`config.mk`:
```
export PLATFORM = sky130hd
export DESIGN_NAME = psum_accum_flat
export DESIGN_NICKNAME = d
export VERILOG_FILES = /design/src/rtl/psum_accum_if.sv /design/src/rtl/psum_accum.sv /design/src/flat_wrapper.sv
export SDC_FILE = /design/constraint.sdc
export NUM_CORES = 2
export LEC_CHECK = 0
export BUFFER_PORTS_ARGS = -buffer_cell sky130_fd_sc_hd__buf_2
export CELL_PAD_IN_SITES_DETAIL_PLACEMENT = 1
export CELL_PAD_IN_SITES_GLOBAL_PLACEMENT = 2
export CORE_MARGIN = 2
export CORE_UTILIZATION = 36
export DETAILED_ROUTE_END_ITERATION = 16
export PLACE_DENSITY_LB_ADDON = 0.05
export SLEW_MARGIN = 20
export SYNTH_ARGS = -nofsm -noshare
export SYNTH_HDL_FRONTEND = slang
export SYNTH_SLANG_ARGS = --single-unit
```
`constraint.sdc`:
```
create_clock -name clk -period 6.8 [get_ports clk]
set_input_delay 0.68 -clock clk [delete_from_list [all_inputs] [get_ports clk]]
set_output_delay 0.68 -clock clk [all_outputs]
set_load 0.05 [all_outputs]
```
`src/rtl/psum_accum_if.sv`:
```
// Bundle of PE-array psum inputs, per-row memory ports and status for psum_accum.
// Latency: n/a (wires only); read port is combinational, write port is registered in the accumulator.
// Backpressure: none; every lane accepts one psum per cycle.
interface psum_accum_if #(
  parameter int ROWS   = 3,
  parameter int PSUM_W = 48,
  parameter int ADDR_W = 32,
  parameter int MEM_W  = 64
);
  logic                                first_pass;
  logic                                clr_ovf;
  logic [0:ROWS-1]                     psum_valid;
  logic [0:ROWS-1][ADDR_W-1:0]         psum_addr;
  logic [0:ROWS-1][PSUM_W-1:0]         psums;
  logic [0:ROWS-1][ADDR_W-1:0]         mem_rd_addr;
  logic [0:ROWS-1][MEM_W-1:0]          mem_rdata;
  logic [0:ROWS-1][ADDR_W-1:0]         mem_wr_addr;
  logic [0:ROWS-1][MEM_W/8-1:0]        mem_we;
  logic [0:ROWS-1][MEM_W-1:0]          mem_wdata;
  logic [0:ROWS-1]                     overflow;
  logic                                busy;

  // Environment side: PE array plus psum memories.
  modport master (
    output first_pass, clr_ovf, psum_valid, psum_addr, psums, mem_rdata,
    input  mem_rd_addr, mem_wr_addr, mem_we, mem_wdata, overflow, busy
  );

  // Accumulator side.
  modport slave (
    input  first_pass, clr_ovf, psum_valid, psum_addr, psums, mem_rdata,
    output mem_rd_addr, mem_wr_addr, mem_we, mem_wdata, overflow, busy
  );
endinterface

```
`src/rtl/psum_accum.sv`:
```
// Per-row read-modify-write psum accumulator (overwrite on first pass, add otherwise) with S2/W forwarding.
// Latency: psum at cycle T -> write port active in T+2; optional saturation via macro PSUM_ACCUM_SAT_EN.
// Backpressure: none; each lane sustains one psum per cycle, lanes fully independent.
module psum_accum #(
  parameter int ROWS   = 3,
  parameter int PSUM_W = 48,
  parameter int ADDR_W = 32,
  parameter int MEM_W  = 64
) (
  input  logic         clk,
  input  logic         rst_n,
  psum_accum_if.slave  bus
);

  localparam int NB = MEM_W / 8;

  // Byte enables covering the psum bits; the upper bytes carry the zero extension.
  function automatic logic [NB-1:0] we_mask_f();
    logic [NB-1:0] m;
    m = '0;
    for (int b = 0; b < NB; b++) m[b] = (b < PSUM_W / 8);
    return m;
  endfunction

  localparam logic [NB-1:0] WE_MASK = we_mask_f();

`ifdef PSUM_ACCUM_SAT_EN
  localparam logic [PSUM_W-1:0] POS_MAX = {1'b0, {(PSUM_W-1){1'b1}}};
  localparam logic [PSUM_W-1:0] NEG_MIN = {1'b1, {(PSUM_W-1){1'b0}}};
`endif

  // Stage registers, one slot per lane.
  logic [ROWS-1:0]   s1_vld_q, s1_first_q, s2_vld_q, w_vld_q, ovf_q;
  logic [ADDR_W-1:0] s1_addr_q [ROWS];
  logic [PSUM_W-1:0] s1_psum_q [ROWS];
  logic [ADDR_W-1:0] s2_addr_q [ROWS];
  logic [PSUM_W-1:0] s2_data_q [ROWS];
  logic [ADDR_W-1:0] w_addr_q  [ROWS];
  logic [PSUM_W-1:0] w_data_q  [ROWS];

  // S1 combinational results.
  logic [PSUM_W-1:0] opnd    [ROWS];
  logic [PSUM_W-1:0] sum_raw [ROWS];
  logic [PSUM_W-1:0] res_d   [ROWS];
  logic [ROWS-1:0]   ovf_raw;
  logic [ROWS-1:0]   ovf_set_d;

  // S1: pick the freshest copy of the addressed word, add, detect signed overflow.
  always_comb begin
    for (int i = 0; i < ROWS; i++) begin
      opnd[i]    = bus.mem_rdata[i][PSUM_W-1:0];
      sum_raw[i] = '0;
      res_d[i]   = '0;
      ovf_raw[i] = 1'b0;
      if (s1_first_q[i]) begin
        opnd[i] = '0;
      end else if (s2_vld_q[i] && (s2_addr_q[i] == s1_addr_q[i])) begin
        opnd[i] = s2_data_q[i];
      end else if (w_vld_q[i] && (w_addr_q[i] == s1_addr_q[i])) begin
        opnd[i] = w_data_q[i];
      end
      sum_raw[i] = opnd[i] + s1_psum_q[i];
      ovf_raw[i] = (opnd[i][PSUM_W-1] == s1_psum_q[i][PSUM_W-1]) &&
                   (sum_raw[i][PSUM_W-1] != opnd[i][PSUM_W-1]);
`ifdef PSUM_ACCUM_SAT_EN
      // Saturate toward the sign both operands share.
      if (ovf_raw[i]) res_d[i] = opnd[i][PSUM_W-1] ? NEG_MIN : POS_MAX;
      else            res_d[i] = sum_raw[i];
`else
      res_d[i] = sum_raw[i];
`endif
      ovf_set_d[i] = s1_vld_q[i] && ovf_raw[i];
    end
  end

  // Pipeline advance: S0 capture into S1, S1 result into S2, S2 write into the W history.
  always_ff @(posedge clk or negedge rst_n) begin
    if (!rst_n) begin
      s1_vld_q   <= '0;
      s1_first_q <= '0;
      s2_vld_q   <= '0;
      w_vld_q    <= '0;
      for (int i = 0; i < ROWS; i++) begin
        s1_addr_q[i] <= '0;
        s1_psum_q[i] <= '0;
        s2_addr_q[i] <= '0;
        s2_data_q[i] <= '0;
        w_addr_q[i]  <= '0;
        w_data_q[i]  <= '0;
      end
    end else begin
      for (int i = 0; i < ROWS; i++) begin
        s1_vld_q[i] <= bus.psum_valid[i];
        if (bus.psum_valid[i]) begin
          s1_addr_q[i]  <= bus.psum_addr[i];
          s1_psum_q[i]  <= bus.psums[i];
          s1_first_q[i] <= bus.first_pass;
        end
        s2_vld_q[i] <= s1_vld_q[i];
        if (s1_vld_q[i]) begin
          s2_addr_q[i] <= s1_addr_q[i];
          s2_data_q[i] <= res_d[i];
        end
        // W only tracks the write of the previous cycle, so distance >= 3 reads memory.
        w_vld_q[i] <= s2_vld_q[i];
        if (s2_vld_q[i]) begin
          w_addr_q[i] <= s2_addr_q[i];
          w_data_q[i] <= s2_data_q[i];
        end
      end
    end
  end

  // Sticky overflow flags; a new overflow beats a simultaneous clear.
  always_ff @(posedge clk or negedge rst_n) begin
    if (!rst_n) begin
      ovf_q <= '0;
    end else begin
      for (int i = 0; i < ROWS; i++) begin
        if (ovf_set_d[i])     ovf_q[i] <= 1'b1;
        else if (bus.clr_ovf) ovf_q[i] <= 1'b0;
      end
    end
  end

  // Output ports: read address passes straight through, write port comes from S2.
  always_comb begin
    for (int i = 0; i < ROWS; i++) begin
      bus.mem_rd_addr[i] = bus.psum_addr[i];
      bus.mem_wr_addr[i] = s2_addr_q[i];
      bus.mem_wdata[i]   = MEM_W'(s2_data_q[i]);
      bus.mem_we[i]      = s2_vld_q[i] ? WE_MASK : '0;
      bus.overflow[i]    = ovf_q[i];
    end
    bus.busy = (|bus.psum_valid) || (|s1_vld_q) || (|s2_vld_q);
  end

endmodule

```
`src/flat_wrapper.sv`:
```
// flat-port wrapper written by rule: the top's interface ports become plain ports
module psum_accum_flat 
#(
  parameter int ROWS   = 3,
  parameter int PSUM_W = 48,
  parameter int ADDR_W = 32,
  parameter int MEM_W  = 64
)
  (clk, rst_n, bus_first_pass, bus_clr_ovf, bus_psum_valid, bus_psum_addr, bus_psums, bus_mem_rdata, bus_mem_rd_addr, bus_mem_wr_addr, bus_mem_we, bus_mem_wdata, bus_overflow, bus_busy);
  psum_accum_if #(.ROWS(ROWS), .PSUM_W(PSUM_W), .ADDR_W(ADDR_W), .MEM_W(MEM_W)) bus_i ();
  input  logic clk;
  input  logic rst_n;
  input wire logic [$bits(bus_i.first_pass)-1:0] bus_first_pass;
  input wire logic [$bits(bus_i.clr_ovf)-1:0] bus_clr_ovf;
  input wire logic [$bits(bus_i.psum_valid)-1:0] bus_psum_valid;
  input wire logic [$bits(bus_i.psum_addr)-1:0] bus_psum_addr;
  input wire logic [$bits(bus_i.psums)-1:0] bus_psums;
  input wire logic [$bits(bus_i.mem_rdata)-1:0] bus_mem_rdata;
  output wire logic [$bits(bus_i.mem_rd_addr)-1:0] bus_mem_rd_addr;
  output wire logic [$bits(bus_i.mem_wr_addr)-1:0] bus_mem_wr_addr;
  output wire logic [$bits(bus_i.mem_we)-1:0] bus_mem_we;
  output wire logic [$bits(bus_i.mem_wdata)-1:0] bus_mem_wdata;
  output wire logic [$bits(bus_i.overflow)-1:0] bus_overflow;
  output wire logic [$bits(bus_i.busy)-1:0] bus_busy;
  assign bus_i.first_pass = bus_first_pass;
  assign bus_i.clr_ovf = bus_clr_ovf;
  assign bus_i.psum_valid = bus_psum_valid;
  assign bus_i.psum_addr = bus_psum_addr;
  assign bus_i.psums = bus_psums;
  assign bus_i.mem_rdata = bus_mem_rdata;
  assign bus_mem_rd_addr = bus_i.mem_rd_addr;
  assign bus_mem_wr_addr = bus_i.mem_wr_addr;
  assign bus_mem_we = bus_i.mem_we;
  assign bus_mem_wdata = bus_i.mem_wdata;
  assign bus_overflow = bus_i.overflow;
  assign bus_busy = bus_i.busy;
  psum_accum #(.ROWS(ROWS), .PSUM_W(PSUM_W), .ADDR_W(ADDR_W), .MEM_W(MEM_W)) u_core (.clk(clk), .rst_n(rst_n), .bus(bus_i));
endmodule
```
==> impl_metrics.csv <==
group,metric,value,unit
critical_path,crit-reg2reg-capture,"u_core.bus.mem_wdata[110]",
synth,seq_area_frac_synth,44.63,%
synth,yosys_warnings,0,
critical_path,rr_worst_depth,20,
power_and_ir_drop,leakage,0.02276,µW
grt,grt_pass1_wl,205900,µm
power_and_ir_drop,ir_drop,0.0001935,V
critical_path,critPathRequiredTime,7.38,ns
sta,tightest_slew,0.9288,ns
synth,synth_top_area_share,44.63,%
layout,fin_nets,4800,
clocking,cts.sink_count,735,
route,viasPerCell,5.184,
die,die_x,342.3,µm
layout,drive_gt1_share,39.02,%
synth,synth_cell_type_count,78,
die,rows,124,
critical_path,slowest_stage,"or4_4",
place,dp.cells,5634,
critical_path,crit_cells,20,
place,gp_routability_congestion,0.8096,
route,drtIter0Drc,1183,
clocking,clock_latency,0.69,ns
route,routed_wl,136900,µm
clocking,root_buffer,"clkbuf_16",
critical_path,cp_cell_sequence,"xnor2_1, nand4_1, nor4_1, nand4_1, or4_4, mux2i_1, a211oi_1, ha_1, fa_1, a21oi_2, o21ai_2, a2111oi_4, nor3_2, o31a_1, o31ai_4, o22ai_2, or4_1, a31oi_1, xnor2_1, mux2_4",
synth,syn_inst,3609,
die,ios,851,
critical_path,cp-end-kind,"register",
clocking,clkTransAtPathRegs,0.06,ns
clocking,cts_resized,0,
synth,ys_ff_latch,735,
sta,rsz0062_at_grt,"false",
grt,grt_pass1_vias,31820,
critical_path,worstPathMaxFanout,12,
sta,fin_setup_tns,0,ns
synth,async_flop_share,100.0,%
sta,slew_headroom,38.08,%
route,ant_nets,0,
sta,finalClockSkew,0.02644,ns
run_status,status,"complete, but fails checks",
sta,fin_crit,6.171,ns
sta,final_hold_viol_count,1,
grt,antenna_found_initial,61,
layout,layout.cells.non_filler,5808,
place,io_buffer_count,748,
clocking,cts_max_path_buffers,3,
sta,final-max-slew-violation-count,0,
critical_path,r2r-start,"u_core.s1_addr_q[33]",
die,die_area,0.1172,mm²
clocking,cts_setup_buffers,0,
power_and_ir_drop,p_sw_share,38.39,%
clocking,cts_hold_buf,0,
route,wl_per_cell,23.58,µm
critical_path,arrival,6.75,ns
critical_path,critPathLaunchType,"register",
layout,area_delta_synth_final,18.31,%
synth,syn_avg_cell_area,11.42,µm²
die,die_h,342.3,µm
sta,setup_violations,0,
grt,grt_max_degree,164,
place,dpl.hpwl,103100,µm
critical_path,crit_path_end,"u_core.bus.mem_wdata[110]",
power_and_ir_drop,p_sw,6369,µW
power_and_ir_drop,combPwrFrac,32.0,%
power_and_ir_drop,p_per_area,340.3,mW/mm²
clocking,cts_buffers,93,
route,dr.pass1.iters,7,
critical_path,crit_type,"register to register",
clocking,htreeDepth,3,
die,start_util,36.18,%
grt,grt_overflow,0,
route,vias,30110,
power_and_ir_drop,power_frac_clock,30.2,%
power_and_ir_drop,seq_power_share,37.9,%
synth,yosysTopAreaCell,"dfrtp_1",
synth,synthFlopType,"dfrtp_1",
die,coreArea,0.1139,mm²
layout,fillCellCount,12470,
power_and_ir_drop,p_int,10220,µW
sta,fmax,162.1,MHz
critical_path,ff2ff_setup_slack,0.63,ns
grt,track_usage,23.08,%
critical_path,path_delay_family,"simple AND/OR/NAND/NOR gates",
route,drc,0,
synth,synth.area.top_cells,"dfrtp_1 45%, mux2_2 19%, xnor2_1 4.7%",
synth,synth_area,0.04121,mm²
critical_path,crit_start,"u_core.s1_addr_q[33]",
sta,min_period_over_period,90.75,%
hold_path,hold_path.class,"input pin to async pin",
clocking,cts_tree,"built",
synth,synth_edf_count,0,
run_status,violations,"hold timing",
run,cap_violations,0,
critical_path,crit_buf_inv,0,
sta,whs,-0.001402,ns
critical_path,max_stage_delay,0.72,ns
synth_stat cells (6+ instances only):
library cell / number
nand4_1: 55
a211oi_1: 152
o211ai_1: 8
o21a_1: 25
nor3b_1: 6
a21oi_1: 159
dfrtp_1: 735
buf_4: 165
nand3_1: 42
a21o_1: 81
mux2_2: 694
nand2_1: 119
a221oi_1: 7
buf_1: 19
nor4_1: 18
nor2_1: 231
clkbuf_1: 156
nand2b_1: 15
o21ai_1: 17
ha_1: 141
xor2_1: 97
and2_1: 9
a31oi_1: 18
o31ai_1: 11
inv_1: 31
mux2i_1: 147
o21bai_1: 19
xnor2_1: 223
and3_1: 16
o21ai_0: 62
nor2b_1: 23
nor3_1: 20
registers in the layout, indices dropped and copies added, names as in the netlist:
register,cells
u_core.w_addr_q,96
u_core.ovf_q,3
u_core.w_data_q,144
u_core.s1_first_q,3
u_core.s1_addr_q,96
u_core.s2_vld_q,3
u_core.w_vld_q,3
u_core.s1_vld_q,3
u_core.bus.mem_wdata,144
u_core.s1_psum_q,144
u_core.bus.mem_wr_addr,96
metrics by stage:
step / worst slack (ns) / hold slack [ns] / instance area, µm² / utilization [%] / total power, µW
floorplan: 1.377 / 0.3519 / 41410 / - / 10030
global placement: 0.5954 / 0.4876 / 45660 / 40.09 / 11630
detailed placement: 0.6531 / 0.4945 / 45660 / 40.09 / 11720
CTS: 0.5819 / 0.01049 / 48730 / 42.79 / 16840
global route: 0.1386 / 0.02844 / 48730 / 42.79 / 17490
finish: 0.6290 / -0.001402 / 48750 / 42.81 / 16590
layout by cell type, fill, tap and decap left out, drive strengths merged, types with 8 or more instances in the layout:
cell type  netlist  routed
a211oi         154     154
a21o            81      81
a21oi          162     162
a31oi           18      18
and2             9       9
and3            16      16
buf            184     800
clkbuf         156     125
clkinv           0      25
conb             1      54
dfrtp          735     735
diode            0      11
ha             141     141
inv             32      36
mux2           695     695
mux2i          147     147
nand2          119     119
nand2b          15      15
nand3           42      42
nand4           55      55
nor2           231     231
nor2b           23      23
nor3            22      22
nor4            18      18
o211ai           8       8
o21a            25      25
o21ai           80      80
o21bai          19      19
o31ai           13      13
xnor2          223     223
xor2            97      97
worst register-to-register path, delay by kind of cell, from the launching register on:
family                   cells  cell delay, ns
AO/OA/AOI/OAI                8            1.96
multiplexers                 2            0.47
flip-flops                   1            0.42
adder cells (fa/ha/maj)      2            0.69
AND/OR/NAND/NOR              6            2.04
XOR/XNOR                     2            0.48
power by group through the flow:
stage | combinational [µW] | clock (µW) | sequential, µW
floorplan | 2560 | 0 | 7460
global placement | 5310 | 0 | 6320
global route | 5690 | 5350 | 6450
finish | 5300 | 5010 | 6280
CTS | 5370 | 5170 | 6300
detailed placement | 5350 | 0 | 6370
layout make-up:
cell class	count	area (µm²)	share of cell area, %
tap	1512	1892	3.880
antenna	11	27.53	0.05646
clock buffer	125	2577	5.287
timing repair buffer	800	4214	8.644
inverter	32	122.6	0.2515
clock inverter	38	490.5	1.006
multi-input combinational	2555	21010	43.10
sequential	735	18420	37.78
worst min-delay path by stage:
| stage | depth (start not counted) | end | slack (ns) | from |
|---|---|---|---|---|
| floorplan | 0 | u_core.s2_vld_q[0] | 0.35 | u_core.s1_vld_q[0] |
| global placement | 1 | u_core.w_data_q[52] | 0.49 | u_core.w_data_q[52] |
| detailed placement | 1 | u_core.w_data_q[29] | 0.49 | u_core.w_data_q[29] |
| CTS | 1 | u_core.w_addr_q[74] | 0.01 | rst_n |
| global route | 1 | u_core.w_addr_q[74] | 0.03 | rst_n |
| finish | 1 | u_core.w_addr_q[74] | -0.001 | rst_n |
kinds of logic after synthesis:
logic type | count (synthesis) | share of synthesized area (%)
adder cells (fa/ha/maj) | 144 | 4.427
multiplexers | 842 | 22.57
AND/OR/NAND/NOR | 577 | 6.559
buffers and inverters | 372 | 4.898
XOR/XNOR | 320 | 6.801
flip-flops | 735 | 44.63
other | 1 | 0.009100
AO/OA/AOI/OAI | 618 | 10.10
routing by layer:
metal  vias up  track usage [%]  routed length, µm  part of all wire, %
met4        48            4.907               2747                  2.0
met1     15170            29.51              59660                   44
li1      14020                -                  -                    -
met5         -                0                309                 0.23
met3       216            6.197               8205                  6.0
met2       649            39.01              66030                   48
Note: power is estimated with default switching activity, not from simulation.
